$ cat config.mk
export PLATFORM = sky130hd
export DESIGN_NAME = mem_access_ctrl_flat
export DESIGN_NICKNAME = d
export VERILOG_FILES = /design/src/rtl/mem_access_ctrl_if.sv /design/src/rtl/mem_access_ctrl.sv /design/src/flat_wrapper.sv
export SDC_FILE = /design/constraint.sdc
export NUM_CORES = 1
export LEC_CHECK = 0
export ABC_AREA = 0
export BUFFER_PORTS_ARGS = -buffer_cell sky130_fd_sc_hd__buf_4
export CAP_MARGIN = 20
export CORE_ASPECT_RATIO = 1.25
export CORE_MARGIN = 3
export CORE_UTILIZATION = 50
export CTS_BUF_LIST = sky130_fd_sc_hd__clkbuf_4 sky130_fd_sc_hd__clkbuf_8 sky130_fd_sc_hd__clkbuf_16
export DETAILED_ROUTE_END_ITERATION = 6
export GPL_ROUTABILITY_DRIVEN = 0
export PLACE_DENSITY = 0.86
export RECOVER_POWER = 100
export SLEW_MARGIN = 20
export SYNTH_ARGS = -nofsm -noshare
export SYNTH_HDL_FRONTEND = slang
export SYNTH_SLANG_ARGS = --single-unit
$ cat constraint.sdc
create_clock -name clk -period 2.3 [get_ports clk]
set_input_delay 0.345 -clock clk [delete_from_list [all_inputs] [get_ports clk]]
set_output_delay 0.345 -clock clk [all_outputs]
set_load 0.05 [all_outputs]
$ cat src/rtl/mem_access_ctrl_if.sv
// rtl/mem_access_ctrl_if.sv - data-memory request/response bus between the MEM stage and memory
interface mem_access_ctrl_if;
  logic        dmem_req;
  logic        dmem_we;
  logic [31:0] dmem_addr;
  logic [31:0] dmem_wdata;
  logic        dmem_ack;
  logic [31:0] dmem_rdata;

  modport master (
    output dmem_req, dmem_we, dmem_addr, dmem_wdata,
    input  dmem_ack, dmem_rdata
  );

  modport slave (
    input  dmem_req, dmem_we, dmem_addr, dmem_wdata,
    output dmem_ack, dmem_rdata
  );
endinterface

$ cat src/rtl/mem_access_ctrl.sv
// rtl/mem_access_ctrl.sv - MEM-stage data memory access controller with stall, timeout and MEM/WB register
module mem_access_ctrl #(
  parameter int TIMEOUT_CYCLES = 16
) (
  input  logic                    clk,
  input  logic                    startin,
  input  logic [1:0]              MEM_wb,
  input  logic                    MEM_mem_read,
  input  logic                    MEM_mem_write,
  input  logic [31:0]             MEM_alu_result,
  input  logic [31:0]             MEM_forward_b_mux_out,
  input  logic [4:0]              MEM_reg_dst_mux_out,
  mem_access_ctrl_if.master       dmem,
  output logic                    mem_stall,
  output logic [1:0]              WB_wb,
  output logic [31:0]             WB_read_data,
  output logic [31:0]             WB_alu_result,
  output logic [4:0]              WB_reg_dst_mux_out,
  output logic                    mem_err,
  output logic [31:0]             mem_err_addr
);

  localparam int CW = (TIMEOUT_CYCLES > 1) ? $clog2(TIMEOUT_CYCLES) : 1;
  localparam logic [CW-1:0] LAST_CNT = CW'(TIMEOUT_CYCLES - 1);

  typedef enum logic [1:0] {IDLE, BUSY, DONE} state_t;

  state_t      r_state;
  logic [CW-1:0] r_cnt;
  logic        r_req;
  logic        r_we;
  logic [31:0] r_addr;
  logic [31:0] r_wdata;
  logic [31:0] r_cap;
  logic [1:0]  r_wb;
  logic [31:0] r_read_data;
  logic [31:0] r_alu;
  logic [4:0]  r_rd;
  logic        r_err;
  logic [31:0] r_err_addr;

  logic w_access;
  logic w_aligned;
  logic w_issue;

  assign w_access  = MEM_mem_read | MEM_mem_write;
  assign w_aligned = (MEM_alu_result[1:0] == 2'b00);
  assign w_issue   = (r_state == IDLE) && w_access && w_aligned;

  // Stall must drop during reset so a frozen pipeline can never outlive a reset.
  assign mem_stall = !startin && ((r_state == BUSY) || w_issue);

  assign dmem.dmem_req   = r_req;
  assign dmem.dmem_we    = r_we;
  assign dmem.dmem_addr  = r_addr;
  assign dmem.dmem_wdata = r_wdata;

  assign WB_wb              = r_wb;
  assign WB_read_data       = r_read_data;
  assign WB_alu_result      = r_alu;
  assign WB_reg_dst_mux_out = r_rd;
  assign mem_err            = r_err;
  assign mem_err_addr       = r_err_addr;

  always_ff @(posedge clk) begin
    if (startin) begin
      r_state     <= IDLE;
      r_cnt       <= '0;
      r_req       <= 1'b0;
      r_we        <= 1'b0;
      r_addr      <= '0;
      r_wdata     <= '0;
      r_cap       <= '0;
      r_wb        <= '0;
      r_read_data <= '0;
      r_alu       <= '0;
      r_rd        <= '0;
      r_err       <= 1'b0;
      r_err_addr  <= '0;
    end else begin
      case (r_state)
        IDLE: begin
          if (w_issue) begin
            r_req   <= 1'b1;
            r_we    <= MEM_mem_write;
            r_addr  <= MEM_alu_result;
            r_wdata <= MEM_forward_b_mux_out;
            r_cnt   <= '0;
            r_wb    <= '0;
            r_state <= BUSY;
          end else begin
            // Misaligned accesses retire as a bubble and only raise the error flag.
            r_wb        <= w_access ? 2'b00 : MEM_wb;
            r_read_data <= '0;
            r_alu       <= MEM_alu_result;
            r_rd        <= MEM_reg_dst_mux_out;
            if (w_access) begin
              r_err <= 1'b1;
              if (!r_err) r_err_addr <= MEM_alu_result;
            end
          end
        end
        BUSY: begin
          r_wb <= '0;
          if (dmem.dmem_ack) begin
            r_cap   <= r_we ? 32'h0 : dmem.dmem_rdata;
            r_req   <= 1'b0;
            r_state <= DONE;
          end else if (r_cnt == LAST_CNT) begin
            r_cap   <= '0;
            r_req   <= 1'b0;
            r_err   <= 1'b1;
            if (!r_err) r_err_addr <= r_addr;
            r_state <= DONE;
          end else begin
            r_cnt <= r_cnt + 1'b1;
          end
        end
        DONE: begin
          r_wb        <= MEM_wb;
          r_read_data <= r_cap;
          r_alu       <= MEM_alu_result;
          r_rd        <= MEM_reg_dst_mux_out;
          r_state     <= IDLE;
        end
        default: r_state <= IDLE;
      endcase
    end
  end

endmodule

$ cat src/flat_wrapper.sv
// flat-port wrapper written by rule: the top's interface ports become plain ports
module mem_access_ctrl_flat 
#(
  parameter int TIMEOUT_CYCLES = 16
)
  (clk, startin, MEM_wb, MEM_mem_read, MEM_mem_write, MEM_alu_result, MEM_forward_b_mux_out, MEM_reg_dst_mux_out, mem_stall, WB_wb, WB_read_data, WB_alu_result, WB_reg_dst_mux_out, mem_err, mem_err_addr, dmem_dmem_req, dmem_dmem_we, dmem_dmem_addr, dmem_dmem_wdata, dmem_dmem_ack, dmem_dmem_rdata);
  mem_access_ctrl_if dmem_i ();
  input  logic clk;
  input  logic startin;
  input  logic [1:0] MEM_wb;
  input  logic MEM_mem_read;
  input  logic MEM_mem_write;
  input  logic [31:0] MEM_alu_result;
  input  logic [31:0] MEM_forward_b_mux_out;
  input  logic [4:0] MEM_reg_dst_mux_out;
  output logic mem_stall;
  output logic [1:0] WB_wb;
  output logic [31:0] WB_read_data;
  output logic [31:0] WB_alu_result;
  output logic [4:0] WB_reg_dst_mux_out;
  output logic mem_err;
  output logic [31:0] mem_err_addr;
  output wire logic [$bits(dmem_i.dmem_req)-1:0] dmem_dmem_req;
  output wire logic [$bits(dmem_i.dmem_we)-1:0] dmem_dmem_we;
  output wire logic [$bits(dmem_i.dmem_addr)-1:0] dmem_dmem_addr;
  output wire logic [$bits(dmem_i.dmem_wdata)-1:0] dmem_dmem_wdata;
  input wire logic [$bits(dmem_i.dmem_ack)-1:0] dmem_dmem_ack;
  input wire logic [$bits(dmem_i.dmem_rdata)-1:0] dmem_dmem_rdata;
  assign dmem_dmem_req = dmem_i.dmem_req;
  assign dmem_dmem_we = dmem_i.dmem_we;
  assign dmem_dmem_addr = dmem_i.dmem_addr;
  assign dmem_dmem_wdata = dmem_i.dmem_wdata;
  assign dmem_i.dmem_ack = dmem_dmem_ack;
  assign dmem_i.dmem_rdata = dmem_dmem_rdata;
  mem_access_ctrl #(.TIMEOUT_CYCLES(TIMEOUT_CYCLES)) u_core (.clk(clk), .startin(startin), .MEM_wb(MEM_wb), .MEM_mem_read(MEM_mem_read), .MEM_mem_write(MEM_mem_write), .MEM_alu_result(MEM_alu_result), .MEM_forward_b_mux_out(MEM_forward_b_mux_out), .MEM_reg_dst_mux_out(MEM_reg_dst_mux_out), .dmem(dmem_i), .mem_stall(mem_stall), .WB_wb(WB_wb), .WB_read_data(WB_read_data), .WB_alu_result(WB_alu_result), .WB_reg_dst_mux_out(WB_reg_dst_mux_out), .mem_err(mem_err), .mem_err_addr(mem_err_addr));
endmodule
==> results.md <==
* Maximum VDD drop at between 0.5 and 0.6 mV
* CTS H-tree lvls at 1
* Reg2Reg Setup Slack at 0.19 ns
* Clock-pin slew on the worst setup and hold paths at around 0.060 ns
* Post-synth EDFFs at 0
* Largest net degree at the start of global routing at 120
* Core area at about 15000 um2
* Crit start category: flip-flop
* Post-synthesis cell count at roughly 910
* WHS Path Cells at 3
* Post-DR wirelength/cell at around 17 um
* RSZ-0062 raised after global routing: no
* Final Cycle Share at between 90% and 100%
* Mux cell area share after synthesis at about 4.1%
* Ys Warns at 0
* Largest family of logic cells by synthesized area: compound AO/OA/AOI/OAI gates
* Drt first pass iters at 5
* Initial drt markers at 670
* Worst-Margin Slew at roughly 0.86 ns
* Worst relative slew slack at approximately 42%
* Worst EP arrival at about 1.8 ns
* Max Cap Violations at 0
* Postcts setup bufs at 0
* Met1 usage at 29.0%
* Predominant post-synthesis flop cell: dfxtp_1
* TritonCTS Buffers at 20
* Hold slack at roughly 0.11 ns
* Worst endpoint required time at between 1.5 and 2 ns
* Antenna Cells at 0
* Setup TNS at 0 ns
* Fmax at around 460 MHz
* Max clock buf depth at 3
* Syn Std Cell Area at 7840 um2
* R2R Path Start: u_core.r_state[1]
* PD cells at roughly 1100 nW/um2
* Clock root buffer: clkbuf_16
* Initial antenna violation count at 0
* Syn_area_per_cell at about 8.7 um2
* CTS tree: done
* Die area at about 17000 um2
* Vias per cell at roughly 5.4
* GR Layer Usage met2 at between 40% and 50%
* Lkg Pwr at ~3.7 nW
* Die W at around 120 um
* Nets@finish at between 1000 and 1500
* Clk_lat worst skew at roughly 0.48 ns
* Outcome: finished clean
* Crit path time final at between 2 and 2.5 ns
* Reg2Reg Depth at 7
* Layout cells sized above 1 at between 10% and 20%
* # IOs at roughly 280
* Syn nets at 1019
* Design Power at about 11 mW
* Met3 Usage GRT at just over 6%
* Area share of xor/xnor cells in the synthesized design at 0%
* Worst Setup End Kind: output pin
* Async set-reset flop share out of synthesis at 0%
* Final count of pins violating max slew at 0
* Port Buffers at ~280
* Antenna Nets Post-Route at 0
* Post-synthesis compound-gate area fraction at between 10% and 20%
* DRC violations left at 0
* Initial Util at between 50% and 60%
* Register area share after synthesis at a little over half
* Worst hold endpoint: u_core.WB_wb[0]
* Synth Area in Adders at less than 1%
* Via count at between 7000 and 8000
* Drt total wl at between 20 and 25 mm
* GRT overflow at 0
* Most frequent cells in the layout: nand2_1, dfxtp_1, clkbuf_1, a21oi_1, buf_4
* Die height at between 100 and 150 um
* Sink Count at ~210
* Worst setup path class: flip-flop to output pin
* Vias in the first global route at ~7200
* #FFs+latches synth at about 210
* First-pass GRT wire length at between 30 and 40 mm
* Hold path start: MEM_wb[0]
* Final cell count without fillers at between 1000 and 1500
* Min-Delay Path Class: input pin to flip-flop
* Finish-stage setup viols at 0
* GR Util All Layers at roughly a quarter
* Post-Synth Simple-Gate Area at 18.2%
* GR peak layer: met2
* Detailed Place HPWL at 15.3 mm
* Area growth syn-to-layout at 28.2%
* Site row count at 50
* Placed insts at about 1300
* Hold Vio Cnt, Final at 0
* CTS hold repair buffers at 0
* Clk_skew at about 0.015 ns
* R2R Path End: u_core.dmem.dmem_addr[14]
* Distinct cells, synth at 39
* Most common cell after layout, fill and taps aside: nand2_1
* # fillers at around 1400
* Worst Path Max Fanout at 23
==> metrics by stage <==
| stage | worst slack, ns | utilization [%] | area [um2] |
|---|---|---|---|
| final | 0.145 | 66.1 | 10000 |
| after global placement | 0.273 | 66.7 | 10100 |
| after CTS | 0.0756 | 71.0 | 10800 |
| after floorplan | 0.110 | - | 7840 |
| after global routing | 0.0328 | 66.1 | 10000 |
| after detailed placement | 0.129 | 66.7 | 10100 |
==> cell type report <==
cell class / count / area (um2) / share of cell area, %
well taps: 208 / 260 / 2.59
inverters: 3 / 11.3 / 0.112
flip-flops and latches: 208 / 4170 / 41.4
clock inverters: 3 / 40.0 / 0.398
clock buffers: 30 / 606 / 6.03
repair buffers: 296 / 1670 / 16.6
multi-input cells: 622 / 3300 / 32.8
==> power by group <==
group / total (mW) / switching [mW] / internal (mW)
Sequential: 4.30 / 0.255 / 4.05
Clock: 3.22 / 1.30 / 1.93
Combinational: 3.95 / 3.02 / 0.932
==> kinds of logic after synthesis <==
kind of cell             after synthesis
flip-flops                           208
AO/OA/AOI/OAI                        229
adder cells (fa/ha/maj)                6
buffers and inverters                 75
AND/OR/NAND/NOR                      355
multiplexers                          32
==> sequential cells by signal (all words and copies together), names as in the netlist <==
signal	cells
u_core.r_cnt	4
u_core.WB_wb	2
u_core.mem_err_addr	32
u_core.dmem.dmem_we	1
u_core.WB_reg_dst_mux_out	5
u_core.WB_alu_result	32
u_core.dmem.dmem_req	1
u_core.r_cap	32
u_core.dmem.dmem_wdata	32
u_core.r_state	2
u_core.mem_err	1
u_core.WB_read_data	32
u_core.dmem.dmem_addr	32
==> how the worst max path moves through the flow <==
stage	start	end	slack [ns]
after floorplan	u_core.r_state[1]	mem_stall	0.11
after global placement	u_core.r_state[0]	u_core.mem_err_addr[5]	0.27
after detailed placement	u_core.r_state[0]	u_core.mem_err_addr[1]	0.13
after CTS	u_core.r_state[1]	mem_stall	0.08
after global routing	u_core.r_state[1]	u_core.mem_err_addr[1]	0.03
final	u_core.r_state[1]	mem_stall	0.15
==> cell usage after synthesis (2+ instances only) <==
| library cell | n | area, um2 |
|---|---|---|
| a211oi_1 | 7 | 52.6 |
| a211oi_2 | 28 | 350 |
| a21oi_1 | 139 | 696 |
| a22oi_1 | 35 | 263 |
| buf_2 | 9 | 45.0 |
| buf_4 | 5 | 37.5 |
| buf_6 | 3 | 33.8 |
| clkbuf_1 | 54 | 203 |
| dfxtp_1 | 208 | 4160 |
| ha_1 | 6 | 75.1 |
| inv_1 | 3 | 11.3 |
| mux2i_1 | 32 | 320 |
| nand2_1 | 234 | 878 |
| nand2b_1 | 2 | 12.5 |
| nand3_1 | 33 | 165 |
| nand4b_1 | 2 | 17.5 |
| nor2_1 | 74 | 278 |
| nor3b_1 | 2 | 15.0 |
| o21a_1 | 2 | 15.0 |
| o21ai_0 | 7 | 35.0 |
| o21ai_1 | 2 | 10.0 |
==> what timing repair did <==
| item | CTS | global route |
|---|---|---|
| pin swaps | 0 | 0 |
| endpoints found under the setup margin | 1 | 2 |
| cloned | 0 | 2 |
| resized for setup | 3 | 4 |
==> routing by layer <==
| metal | up-vias | share of wire [%] |
|---|---|---|
| met5 | - | 0 |
| met4 | 0 | 3.0 |
| met3 | 49 | 7.1 |
| met2 | 268 | 51 |
| met1 | 3490 | 39 |
| li1 | 3562 | - |
==> worst max-delay path, stage by stage (launching register included) <==
cell	delay, ns
dfxtp_1	0.33
inv_1	0.19
ha_4	0.22
buf_12	0.21
nor2_1	0.08
nor2_2	0.07
clkbuf_4	0.23
No activity file was read; power rests on OpenSTA's default activity.
